$ cat config.mk
export PLATFORM = sky130hd
export DESIGN_NAME = one_detector
export DESIGN_NICKNAME = d
export VERILOG_FILES = /design/src/rtl/one_detector.sv
export SDC_FILE = /design/constraint.sdc
export NUM_CORES = 1
export LEC_CHECK = 0
export CAP_MARGIN = 25
export CORE_MARGIN = 2
export CORE_UTILIZATION = 34
export DETAILED_ROUTE_END_ITERATION = 16
export PLACE_DENSITY_LB_ADDON = 0.15
export RECOVER_POWER = 25
export REMOVE_ABC_BUFFERS = 1
export SYNTH_ARGS = -nofsm -noshare
export SYNTH_HDL_FRONTEND = slang
export SYNTH_SLANG_ARGS = --single-unit
export TNS_END_PERCENT = 50
$ cat constraint.sdc
create_clock -name vclk -period 3.75
set_input_delay 0.9375 -clock vclk [all_inputs]
set_output_delay 0.9375 -clock vclk [all_outputs]
set_load 0.02 [all_outputs]
$ cat src/rtl/one_detector.sv
// rtl/one_detector.sv - 16-bit bidirectional priority encoder with optional registered outputs
//
// Purpose:
//   Finds the lowest (i_order = 1) or highest (i_order = 0) set bit of i_code.
//   It reports that bit's index, flags an all-zero code, and returns the code
//   with the found bit cleared. Feeding o_rest back into i_code walks a
//   register list one set bit at a time.
//
// Build option:
//   ONE_DETECTOR_REG_EN  defined   -> the *_q outputs are flops with 1-cycle latency.
//                        undefined -> the *_q outputs are wired to the
//                                     combinational results, and i_clk/i_rst_n
//                                     are unused.
//
// Ports:
//   i_clk      clock, used only by the registered stage
//   i_rst_n    asynchronous active-low reset for the registered stage
//   i_code     16-bit vector to search
//   i_order    1 = lowest set bit, 0 = highest set bit
//   o_index    combinational index of the found bit
//   o_zero     combinational all-zero flag
//   o_rest     combinational i_code with the found bit cleared
//   o_index_q  registered o_index (reset value 0)
//   o_zero_q   registered o_zero  (reset value 1)
//   o_rest_q   registered o_rest  (reset value 0)

module one_detector (
    input  logic        i_clk,
    input  logic        i_rst_n,
    input  logic [15:0] i_code,
    input  logic        i_order,
    output logic [3:0]  o_index,
    output logic        o_zero,
    output logic [15:0] o_rest,
    output logic [3:0]  o_index_q,
    output logic        o_zero_q,
    output logic [15:0] o_rest_q
);

    logic [3:0] found_index;

    // The scan direction is chosen so that the last match written wins:
    // scanning down keeps the lowest set bit, and scanning up keeps the
    // highest. For an all-zero code the loop never matches, so the default
    // (15 or 0) survives.
    always_comb begin
        found_index = i_order ? 4'd15 : 4'd0;
        if (i_order) begin
            for (int i = 15; i >= 0; i--) begin
                if (i_code[i]) begin
                    found_index = 4'(i);
                end
            end
        end else begin
            for (int i = 0; i < 16; i++) begin
                if (i_code[i]) begin
                    found_index = 4'(i);
                end
            end
        end
    end

    assign o_index = found_index;
    assign o_zero  = (i_code == 16'h0000);
    // For a zero code, masking still yields zero, so no special case is needed.
    assign o_rest  = i_code & ~(16'h0001 << found_index);

`ifdef ONE_DETECTOR_REG_EN
    always_ff @(posedge i_clk or negedge i_rst_n) begin
        if (!i_rst_n) begin
            o_index_q <= 4'd0;
            o_zero_q  <= 1'b1;
            o_rest_q  <= 16'h0000;
        end else begin
            o_index_q <= o_index;
            o_zero_q  <= o_zero;
            o_rest_q  <= o_rest;
        end
    end
`else
    // The clock and reset are kept as ports so callers see one footprint in both builds.
    logic unused_clk_rst;
    assign unused_clk_rst = i_clk ^ i_rst_n;

    assign o_index_q = o_index;
    assign o_zero_q  = o_zero;
    assign o_rest_q  = o_rest;
`endif

endmodule

==> impl_summary.log <==
[metrics] kind of end point of the critical path: primary output
[metrics] sequential cell area fraction in the yosys report: 0
[metrics] Core Rows: 16
[metrics] total negative slack: 0 ns
[metrics] Post-Synthesis Mean Instance Area: 6.83 µm²
[metrics] number of pins exceeding their max-slew limit in the final report: 0
[metrics] crit path max fanout: 5
[metrics] routability congestion estimate: slightly below 0.9
[metrics] Worst path slowest cell: clkdlybuf4s50_1
[metrics] shortest period the worst path allows: 3.68 ns
[metrics] clkbuf count: 0
[metrics] transition at the pin with the smallest max-transition slack: roughly 0.34 ns
[metrics] maximum operating frequency: roughly 270 MHz
[metrics] total number of vias: between 1000 and 1500
[metrics] critical path startpoint category: primary input
[metrics] fill cell total of the finished layout: 184
[metrics] Syn Std Cell Area: around 700 µm²
[metrics] post-synthesis cell type count: 36
[metrics] number of DRC violations after detailed routing: 0
[metrics] leakage power: 0.665 nW
[metrics] count of final hold-check violations: 0
[metrics] floorplan core area: 1960 µm²
[metrics] vias in the first global route: 985
[metrics] Final nets: 191
[metrics] maximum capacitance violations: 0
[metrics] total area of multi-input combinational cells: 573 µm²
[metrics] Crit Path Category: in2out
[metrics] die outline area: about 2400 µm²
[metrics] crit-path leading delay family: buffers and inverters
[metrics] number of placed instances with taps included: 196
[metrics] post-DR vias/cell: 5.34
[metrics] wire length of the first global-routing pass: about 4500 µm
[metrics] data arrival at the endpoint of the critical path: 2.74 ns
[metrics] PortBufs: 59
[metrics] Wirelength per Cell: around 15 µm
[metrics] tightest slew margin relative to the limit: 0.776
[metrics] cts-stage hold buffer count: 0
[metrics] total inserted antenna cells: 0
[metrics] DP Wirelength: 2130 µm
[metrics] maximum number of pins on one net before global-route repair: 10
[metrics] number of placed I/O pins: 61
[metrics] number of standard cells in the layout, taps in and fillers out: between 150 and 200
[metrics] Area growth syn-to-layout: 90.2%
[metrics] list of cells traversed by the critical path: clkdlybuf4s50_1, nor4_1, buf_4, nand3_1, a21o_1, o31a_1, buf_4
[metrics] Tcrit/Tclk final: 0.982
[metrics] Worst EP required: between 2 and 3 ns
[metrics] area of all sequential standard cells: 0 µm²
[metrics] VDD IR-drop max: between 0.08 and 0.09 mV
[metrics] Die W: 49.5 µm
[metrics] post-route ant nets: 0
[metrics] initial standard-cell utilization of the core: 0.358
[metrics] worst path bufs/invs: 3
[metrics] total number of yosys warnings: 0
[metrics] final count of negative-setup-slack endpoints: 0
[metrics] count of TritonRoute iterations in the first routing pass: 4
[metrics] kind of path behind the tightest hold check: in2out
[metrics] vertical die dimension: 49.5 µm
[metrics] status: finished clean
[metrics] CP most frequent cell: buf_4
[metrics] number of DRC markers in iteration 0: 22
[metrics] total grt overflow: 0
[metrics] final sequential cell count: 0
[metrics] share of layout cells above drive strength 1: 0.506
[metrics] post-synthesis cell count: 103
[metrics] WL final: between 2000 and 3000 µm
[metrics] number of antenna violations at the first check in global routing: 0
[metrics] total routing resource utilization after global routing: 0.221
[metrics] end-of-flow core utilization: 0.682
[metrics] Tot Pwr: 0.000193 W
[metrics] delay of the slowest cell on the worst path: 0.47 ns
[metrics] PD cells: 144 nW/µm²
## cells by family (layout without fill, tap and decap cells)
group	Yosys count	after routing	share of synthesized area
compound gates	40	40	0.445
buf+inv	32	99	0.313
simple gates	31	31	0.242
## cells in the mapped netlist, types with 4 or more instances
| master | count | area share |
|---|---|---|
| o21ai_0 | 5 | 0.036 |
| nor2_1 | 10 | 0.053 |
| a21oi_1 | 5 | 0.036 |
| buf_4 | 22 | 0.23 |
| o31a_1 | 16 | 0.20 |
| nand2_1 | 4 | 0.021 |
| inv_1 | 6 | 0.032 |
## repair_timing
action,4_1_cts,5_1_grt
setup buffers,1,0
gates resized for setup,176,18
pin swaps,9,9
endpoints found under the setup margin,42,38
## final timing paths
check / startpoint / slack [ns] / cells after the start / endpoint
worst max-delay path: i_code[0] / 0.07 / 7 / o_rest[14]
worst min-delay path: i_code[10] / 2.41 / 4 / o_rest_q[10]
## layer usage
metal,track usage,vias up,part of all wire
met5,0,-,0
met4,0.0231,0,0.013
met3,0.0394,4,0.099
met2,0.417,70,0.48
met1,0.267,474,0.41
li1,-,503,-
## through the flow
| stage | setup slack (ns) | hold WS [ns] | area, µm² |
|---|---|---|---|
| 2_1_floorplan | 0.350 | 2.09 | 515 |
| 3_3_place_gp | -0.646 | 3.01 | 1370 |
| 3_5_place_dp | -0.657 | 3.01 | 1370 |
| 4_1_cts | -0.00937 | 2.45 | 1280 |
| 5_1_grt | -0.0175 | 2.44 | 1340 |
| 6_report | 0.0693 | 2.41 | 1340 |
## report_power, final
part           leakage, nW  total, W  internal (W)  switching, W
combinational        0.665  0.000193     0.0000841      0.000109
clock                    0         0             0             0
sequential               0         0             0             0
total                0.665  0.000193     0.0000841      0.000109
## cell type report
cell class	instances	area share
repair buffers	91	0.522
multi-input cells	71	0.428
well taps	27	0.0253
inverters	8	0.0243
## cells in the final DEF (no fill, tap or decap), types with 2 or more instances in the layout
master           count
a21oi_1              4
and2_4               2
buf_2               24
buf_4               33
buf_6                7
clkdlybuf4s15_1      2
dlygate4sd2_1       21
dlymetal6s2s_1       3
inv_1                6
nand2_1              4
nor2_1               7
nor2_4               3
nor3_2               2
nor4_1               2
o21ai_0              3
o31a_1              16
Note: power is estimated with default switching activity, not from simulation.
